===== src/rtl/misr_pkg.sv =====
// Shared types and the 64-bit MISR step used by the signature collector.
package misr_pkg;

  localparam int unsigned MISR_W = 64;

  typedef logic [MISR_W-1:0] misr_t;

  typedef enum logic [1:0] {
    StIdle,
    StWarmup,
    StAccum,
    StDone
  } state_t;

  // Same polynomial as the self-checking bench tops: shift left, feedback taps 63/2/0.
  function automatic misr_t misr_next(misr_t sum, misr_t data);
    return data ^ {sum[MISR_W-2:0], sum[MISR_W-1] ^ sum[2] ^ sum[0]};
  endfunction

endpackage


===== src/rtl/misr_beat_counter.sv =====
// Beat counter with synchronous clear and a flag marking the beat that reaches the limit.
module misr_beat_counter #(
  parameter int unsigned Width = 4
) (
  input  logic             clk,
  input  logic             rst_n,
  input  logic             clr,
  input  logic             inc,
  input  logic [Width-1:0] limit,
  output logic             last
);

  logic [Width-1:0] cnt_q, cnt_d;

  // Compared one bit wider so cnt_q + 1 cannot wrap before the compare.
  assign last = inc && (({1'b0, cnt_q} + 1'b1) == {1'b0, limit});

  always_comb begin
    cnt_d = cnt_q;
    if (clr) begin
      cnt_d = '0;
    end else if (inc) begin
      cnt_d = cnt_q + 1'b1;
    end
  end

  always_ff @(posedge clk or negedge rst_n) begin
    if (!rst_n) begin
      cnt_q <= '0;
    end else begin
      cnt_q <= cnt_d;
    end
  end

endmodule


===== src/rtl/misr_sig_collector.sv =====
// Stream sink folding typed payload beats into a 64-bit MISR and checking the final signature.
// Define MISR_SIG_FINISH_EN to print the signature and end simulation on completion.
module misr_sig_collector
  import misr_pkg::*;
#(
  parameter type         p_t      = logic [2:0],
  parameter int unsigned WARMUP   = 10,
  parameter int unsigned COUNT    = 80,
  parameter misr_t       SEED     = 64'h0,
  parameter misr_t       EXPECTED = 64'h0
) (
  input  logic  clk,
  input  logic  rst_n,
  input  logic  start,
  input  logic  in_valid,
  output logic  in_ready,
  input  p_t    in_data,
  output misr_t sum,
  output logic  busy,
  output logic  done,
  output logic  pass
);

  localparam int unsigned PW       = $bits(p_t);
  localparam int unsigned MaxBeats = (WARMUP > COUNT) ? WARMUP : COUNT;
  localparam int unsigned CntW     = $clog2(MaxBeats + 1);

  if (PW < 1 || PW > MISR_W) begin : g_bad_width
    $error("misr_sig_collector: $bits(p_t) must be 1..64");
  end
  if (COUNT < 1) begin : g_bad_count
    $error("misr_sig_collector: COUNT must be >= 1");
  end

  state_t            state_q, state_d;
  misr_t             sum_q, sum_d;
  logic              pass_q, pass_d;
  misr_t             data_zext;
  logic              accept;
  logic              cnt_clr, cnt_inc, cnt_last;
  logic [CntW-1:0]   cnt_limit;

  assign in_ready = (state_q == StWarmup) || (state_q == StAccum);
  assign accept   = in_valid && in_ready;
  assign busy     = in_ready;
  assign done     = (state_q == StDone);
  assign pass     = done && pass_q;
  assign sum      = sum_q;

  // Zero-extend regardless of the signedness of p_t.
  always_comb begin
    data_zext         = '0;
    data_zext[PW-1:0] = in_data;
  end

  assign cnt_limit = (state_q == StWarmup) ? CntW'(WARMUP) : CntW'(COUNT);

  misr_beat_counter #(
    .Width (CntW)
  ) u_beat_counter (
    .clk   (clk),
    .rst_n (rst_n),
    .clr   (cnt_clr),
    .inc   (cnt_inc),
    .limit (cnt_limit),
    .last  (cnt_last)
  );

  always_comb begin
    state_d = state_q;
    sum_d   = sum_q;
    pass_d  = pass_q;
    cnt_clr = 1'b0;
    cnt_inc = 1'b0;
    unique case (state_q)
      StIdle, StDone: begin
        if (start) begin
          sum_d   = SEED;
          pass_d  = 1'b0;
          cnt_clr = 1'b1;
          state_d = (WARMUP > 0) ? StWarmup : StAccum;
        end
      end
      StWarmup: begin
        if (accept) begin
          cnt_inc = 1'b1;
          if (cnt_last) begin
            cnt_clr = 1'b1;
            state_d = StAccum;
          end
        end
      end
      StAccum: begin
        if (accept) begin
          cnt_inc = 1'b1;
          sum_d   = misr_next(sum_q, data_zext);
          if (cnt_last) begin
            cnt_clr = 1'b1;
            pass_d  = (sum_d == EXPECTED);
            state_d = StDone;
          end
        end
      end
      default: state_d = StIdle;
    endcase
  end

  always_ff @(posedge clk or negedge rst_n) begin
    if (!rst_n) begin
      state_q <= StIdle;
      sum_q   <= '0;
      pass_q  <= 1'b0;
    end else begin
      state_q <= state_d;
      sum_q   <= sum_d;
      pass_q  <= pass_d;
    end
  end

`ifdef MISR_SIG_FINISH_EN
  always @(posedge clk) begin
    if (rst_n && state_q == StAccum && state_d == StDone) begin
      $display("[%0t] sum=%x", $time, sum_d);
      if (pass_d) begin
        $display("*-* All Finished *-*");
        $finish;
      end else begin
        $display("expected=%x", EXPECTED);
        $stop;
      end
    end
  end
`endif

endmodule

===== config.mk =====
export PLATFORM = sky130hd
export DESIGN_NAME = misr_sig_collector
export DESIGN_NICKNAME = d
export VERILOG_FILES = /design/src/rtl/misr_pkg.sv /design/src/rtl/misr_beat_counter.sv /design/src/rtl/misr_sig_collector.sv
export SDC_FILE = /design/constraint.sdc
export NUM_CORES = 1
export LEC_CHECK = 0
export ABC_AREA = 1
export BUFFER_PORTS_ARGS = -buffer_cell sky130_fd_sc_hd__buf_2
export CORE_MARGIN = 8
export CORE_UTILIZATION = 45
export CTS_CLUSTER_DIAMETER = 60
export DETAILED_ROUTE_END_ITERATION = 7
export PLACE_DENSITY = 0.68
export SYNTH_ARGS = -nofsm -noshare
export SYNTH_HDL_FRONTEND = slang
export SYNTH_SLANG_ARGS = --single-unit

===== constraint.sdc =====
create_clock -name clk -period 1.9 [get_ports clk]
set_input_delay 0.285 -clock clk [delete_from_list [all_inputs] [get_ports clk]]
set_output_delay 0.285 -clock clk [all_outputs]
set_load 0.05 [all_outputs]

After elaboration in Yosys (flattened, before gate mapping)
Index checks and enable logic that the tools add are counted.
Widths: inputs -> output; s select.

operators by class
  equal/unequal tests = 9
  reductions and logical operators = 13
  $add $sub $neg = 2
  bitwise gates (word level) = 3
  multiplexer cells = 22

operators by type and width
  cell                 number
  $mux 64              2
  $pmux 64 s2          1
  $logic_not 64->1     1
  $xor 3x64->64        1
  $mux 7               3
  $mux 2               5
  $ne 2x2->1 const B   5
  $add 7x1->8 const B  1
  $eq 8x7->1           1
  $mux 1               8
  $add 7x1->7 const B  1
  $pmux 2 s3           1
  $reduce_and 5->1     1
  $eq 2x2->1 const B   2
  $pmux 1 s2           2
  $reduce_and 4->1     1
  $reduce_bool 2->1    2
  $reduce_or 2->1      2
  $logic_and 1x1->1    3
  $reduce_and 3->1     1
  $eq 2x1->1 const B   1
  $logic_not 2->1      1
  $xor 1x1->1          2
  $logic_or 1x1->1     1

storage, ports and cells
  output and inout bits = 68
  input bits = 7
  bits in registers = 74

Logic depth before layout (Yosys ltp)
  word-level depth = 10
  depth in mapped cells = 13

Hierarchy
A second synthesis with hierarchy kept.

unflattened totals
  cells, all modules = 409
  area total of the unflattened synthesis = 3933.8 um2

modules (own cells, without submodules)
  module              cells each  area each (um2)  sequential area each (um2)  times used
  misr_sig_collector  319         3358.2           1676.6                      1
  misr_beat_counter   90          575.6            175.2                       1

Worst setup path before layout
Ideal clock, no wire load.

  path kind = register -> register
  start point = reg state_q[0]
  end point = reg sum_q[10] (netlist: sum[10])
  buffers on the path = 1
  arrival time = 1.802 ns
  setup time = 0.133 ns
  required time = 1.767 ns
  setup slack = -0.034 ns
  cell stages (with the launch flop) = 9
  path through = dfrtp_1 > inv_1 > ha_1 > inv_2 > or2_4 > o21ai_2 > nor2_2 > clkbuf_1 > o22ai_1

on the way
  cells in the longest elaborated chain, start to end = 5

RTL lines
  what                                             line                       text
  start: declaration                               misr_sig_collector.sv:35   state_t state_q, state_d;
  start signal: assignment                         misr_sig_collector.sv:110  state_q <= StIdle;
  start signal: assignment                         misr_sig_collector.sv:114  state_q <= state_d;
  $eq 2x1->1 / $eq 2x2->1 (equally long branches)  misr_sig_collector.sv:43   assign in_ready = (state_q == StWarmup) || (state_q == StAccum);
  $logic_or 1x1->1 (*)                             misr_sig_collector.sv:43
  named net busy                                   misr_sig_collector.sv:19   output logic busy,
  $logic_and 1x1->1 (*)                            misr_sig_collector.sv:44   assign accept = in_valid && in_ready;
  $ne 2x2->1 (no line) (*)                         n/a
  $reduce_and 3->1 (no line) (*)                   n/a
  end signal: assignment                           misr_sig_collector.sv:115  sum_q <= sum_d;
  end: declaration                                 misr_sig_collector.sv:36   misr_t sum_q, sum_d;

The timed path passes the listed nets; every way through them passes the cells marked *.
A chain may end at the register's enable or synchronous reset.

Worst setup path after layout
  start point = reg state_q[1]
  end point = reg sum_q[1] (netlist: sum[1])

on the way
  cells in the longest elaborated chain, start to end = 5

RTL lines
  what                                             line
  $eq 2x1->1 / $eq 2x2->1 (equally long branches)  misr_sig_collector.sv:43, misr_sig_collector.sv:75
  $logic_or 1x1->1                                 misr_sig_collector.sv:43
  $logic_and 1x1->1                                misr_sig_collector.sv:44
  $ne 2x2->1 (no line)                             n/a
  $reduce_and 3->1 (no line)                       n/a

Several ways; a longest one is shown, not always the timed one.

==> metrics.yaml <==
grt_use_met2_pct: 24.84
dieArea_mm2: 0.01042
worst_slew_pin_slew_ns: 0.5423
critPathLaunchType: "flip-flop"
cap_violations: 0
ys_seq_area_share_pct: 55.53
status: "finished, final reports clean"
syn_area_per_cell_um2: 9.288
fill_cells: 670
grt_pass1_vias: 2753
port_buffers: 74
drc: 0
grt.met1_usage_pct: 19.47
vias_per_cell: 5.024
finalHoldViolCount: 0
cts_buffers: 9
critPathArrivalTime_ns: 2.00
slew-limit-headroom_pct: 63.85
syn_area_mm2: 0.003334
final_util_pct: 57.02
fin_crit_ns: 1.788
antenna_found_initial: 0
synthToLayoutAreaGrowth_pct: 23.38
root_buffer: "clkbuf_8"
finalCritPeriodShare_pct: 94.10
leakagePower_nw: 2.120
ctsHtreeMaxLevel: 3
synthFlopType: "dfrtp_1"
core.rowCount: 31
start_util_pct: 46.22
crit_path_max_incr_delay_ns: 0.46
fin_nets: 451
maxSlewViolCount: 0
setup_viol: 0
crit_fanout: 36
clkSlewWorstSetupHoldPaths_ns: 0.08
hold_class: "input pin to flip-flop"
syn_nets: 371
power.density_mw_per_mm2: 1329
grt-ovfl-total: 0
required_ns: 2.11
cts_tree: "yes"
rsz0062_at_grt: "no"
crit_chain: "ha_4 -> inv_2 -> or2_4 -> o21ai_2 -> nor2_4 -> nand2_2 -> buf_12 -> o22ai_1"
die_h_um: 102.1
endpoint_kind: "flip-flop"
skew_ns: 0.006593
peakVddDrop_uv: 618.3
gp_congestion: 0.8188
n_antenna_cell: 0
synthArstFlopShare_pct: 100.0
ant_nets: 0
drive_above_1_share_pct: 26.80
fin_tns_setup_ns: 0
top_usage_layer: "met2"
first_pass_iters: 4
slowest_stage: "dfrtp_1"
synth_seq_cells: 74
fmax_ghz: 0.5593
grtUsageMet3_pct: 5.177
core-area_mm2: 0.007214
synth_cell_types: 31
num_vias: 2728
io_pins: 75
grt_start_max_net_pins: 43
clock_latency_ns: 0.33
total_power_mw: 5.468
clock-sinks: 74
routed_wl_mm: 7.748
netlist_instances: 359
grt.total_usage_pct: 15.54
grt_pass1_wl_mm: 12.83
synth_warnings: 0
criticalPathCategory: "flip-flop to flip-flop"
synth_enable_flop_cells: 0
dieWidth_um: 102.1
wire_per_inst_um: 14.27
drtIter0Drc: 113
ctsLongestPathBuffers: 2
dpl.hpwl_mm: 5.624
-- layout by cell type (no fill, tap or decap), drive strengths merged --
master	instances
dlygate4sd3	1
ha	5
bufinv	2
and2	1
nor2	28
mux2i	1
xnor2	1
o21ai	5
dfrtp	74
xor2	1
a21oi	2
o22ai	67
clkinvlp	1
clkbuf	11
nand4	17
clkinv	1
inv	82
or2	2
nand2	50
buf	82
nand3b	1
nand3	9
-- synthesized netlist by cell type, types with 2 or more instances --
library cell	count	area, um^2
nor2_2	2	12.51
inv_1	78	292.8
nand2_4	3	33.78
o22ai_1	65	406.6
inv_2	2	7.510
buf_6	4	45.04
nor2_1	25	93.84
a21oi_1	2	10.01
buf_2	6	30.03
o22ai_2	2	25.02
o21ai_1	2	10.01
nand2_1	44	165.2
nand2_2	3	18.77
nand3_1	8	40.04
dfrtp_1	74	1852
nand4_1	17	106.4
o21ai_2	2	17.52
clkbuf_1	3	11.26
ha_1	5	62.56
-- flip-flops by register name (all words and copies together) (netlist names) --
register / flops
pass_q: 1
state_q: 2
sum: 64
u_beat_counter.cnt_q: 7
-- worst max-delay path, delay by kind of cell, from the launching register on --
family,cells,cell delay [ns]
buffers and inverters,2,0.25
AND/OR/NAND/NOR,3,0.43
flip-flops,1,0.46
AO/OA/AOI/OAI,2,0.17
adder cells (fa/ha/maj),1,0.34
-- report_power, final --
part | internal (mW) | switching (mW)
clock network | 0.818 | 0.585
registers | 1.70 | 0.138
logic | 0.697 | 1.53
-- logic make-up (layout without fill, tap and decap cells) --
kind of cell / Yosys count / in the layout / share of synthesized area (%)
AND/OR/NAND/NOR: 108 / 108 / 15.61
buffers and inverters: 95 / 180 / 11.93
AO/OA/AOI/OAI: 74 / 74 / 14.22
flip-flops: 74 / 74 / 55.53
adder cells (fa/ha/maj): 5 / 5 / 1.876
XOR/XNOR: 2 / 2 / 0.5254
multiplexers: 1 / 1 / 0.3002
-- path summary, 6_finish.rpt --
path	from	end	slack [ns]	depth (start not counted)
min in group asynchronous	rst_n	sum[49]$_DFFE_PN0P_	0.47	2
setup reg to reg	state_q[1]$_DFFE_PN0P_	sum[1]$_DFFE_PN0P_	0.11	8
hold / removal	in_data[1]	sum[1]$_DFFE_PN0P_	0.31	3
hold reg to reg	pass_q$_DFFE_PN0P_	pass_q$_DFFE_PN0P_	0.53	2
setup / recovery	state_q[1]$_DFFE_PN0P_	sum[1]$_DFFE_PN0P_	0.11	8
max in group asynchronous	rst_n	sum[25]$_DFFE_PN0P_	0.87	3
-- repair_timing --
| item | CTS | global route |
|---|---|---|
| setup endpoints to repair | 1 | 10 |
| setup buffers | 0 | 2 |
| hold buffers | 1 | 0 |
| gates resized for setup | 1 | 6 |
| hold endpoints to repair | 41 | 0 |
| cloned | 0 | 0 |
-- stage by stage --
step           setup WS [ns]  hold slack (ns)  cells  area (um^2)
6_report              0.1122           0.3126    543         4114
5_1_grt              0.01602           0.3219    543         4114
4_1_cts              0.01238           0.3074    541         4075
3_5_place_dp        0.004986           0.3130    524         3825
3_3_place_gp         0.06265           0.3083    524         3825
2_1_floorplan       -0.03415         -0.01059    359         3334
-- metal layers --
layer / up-vias / part of all wire (%)
li1: 1355 / -
met1: 1310 / 44
met2: 58 / 49
met3: 5 / 6.1
met4: 0 / 0.81
met5: - / 0
-- final cells by class --
| type | instances | area (um^2) | share of cell area, % |
|---|---|---|---|
| repair buffers | 83 | 488.0 | 11.86 |
| clock buffers | 11 | 151.4 | 3.680 |
| flip-flops and latches | 74 | 1852 | 45.01 |
| well taps | 99 | 123.9 | 3.011 |
| multi-input cells | 190 | 1110 | 26.98 |
| clock inverters | 5 | 85.08 | 2.068 |
| inverters | 81 | 304.0 | 7.391 |
(Power assumes the default switching activity.)
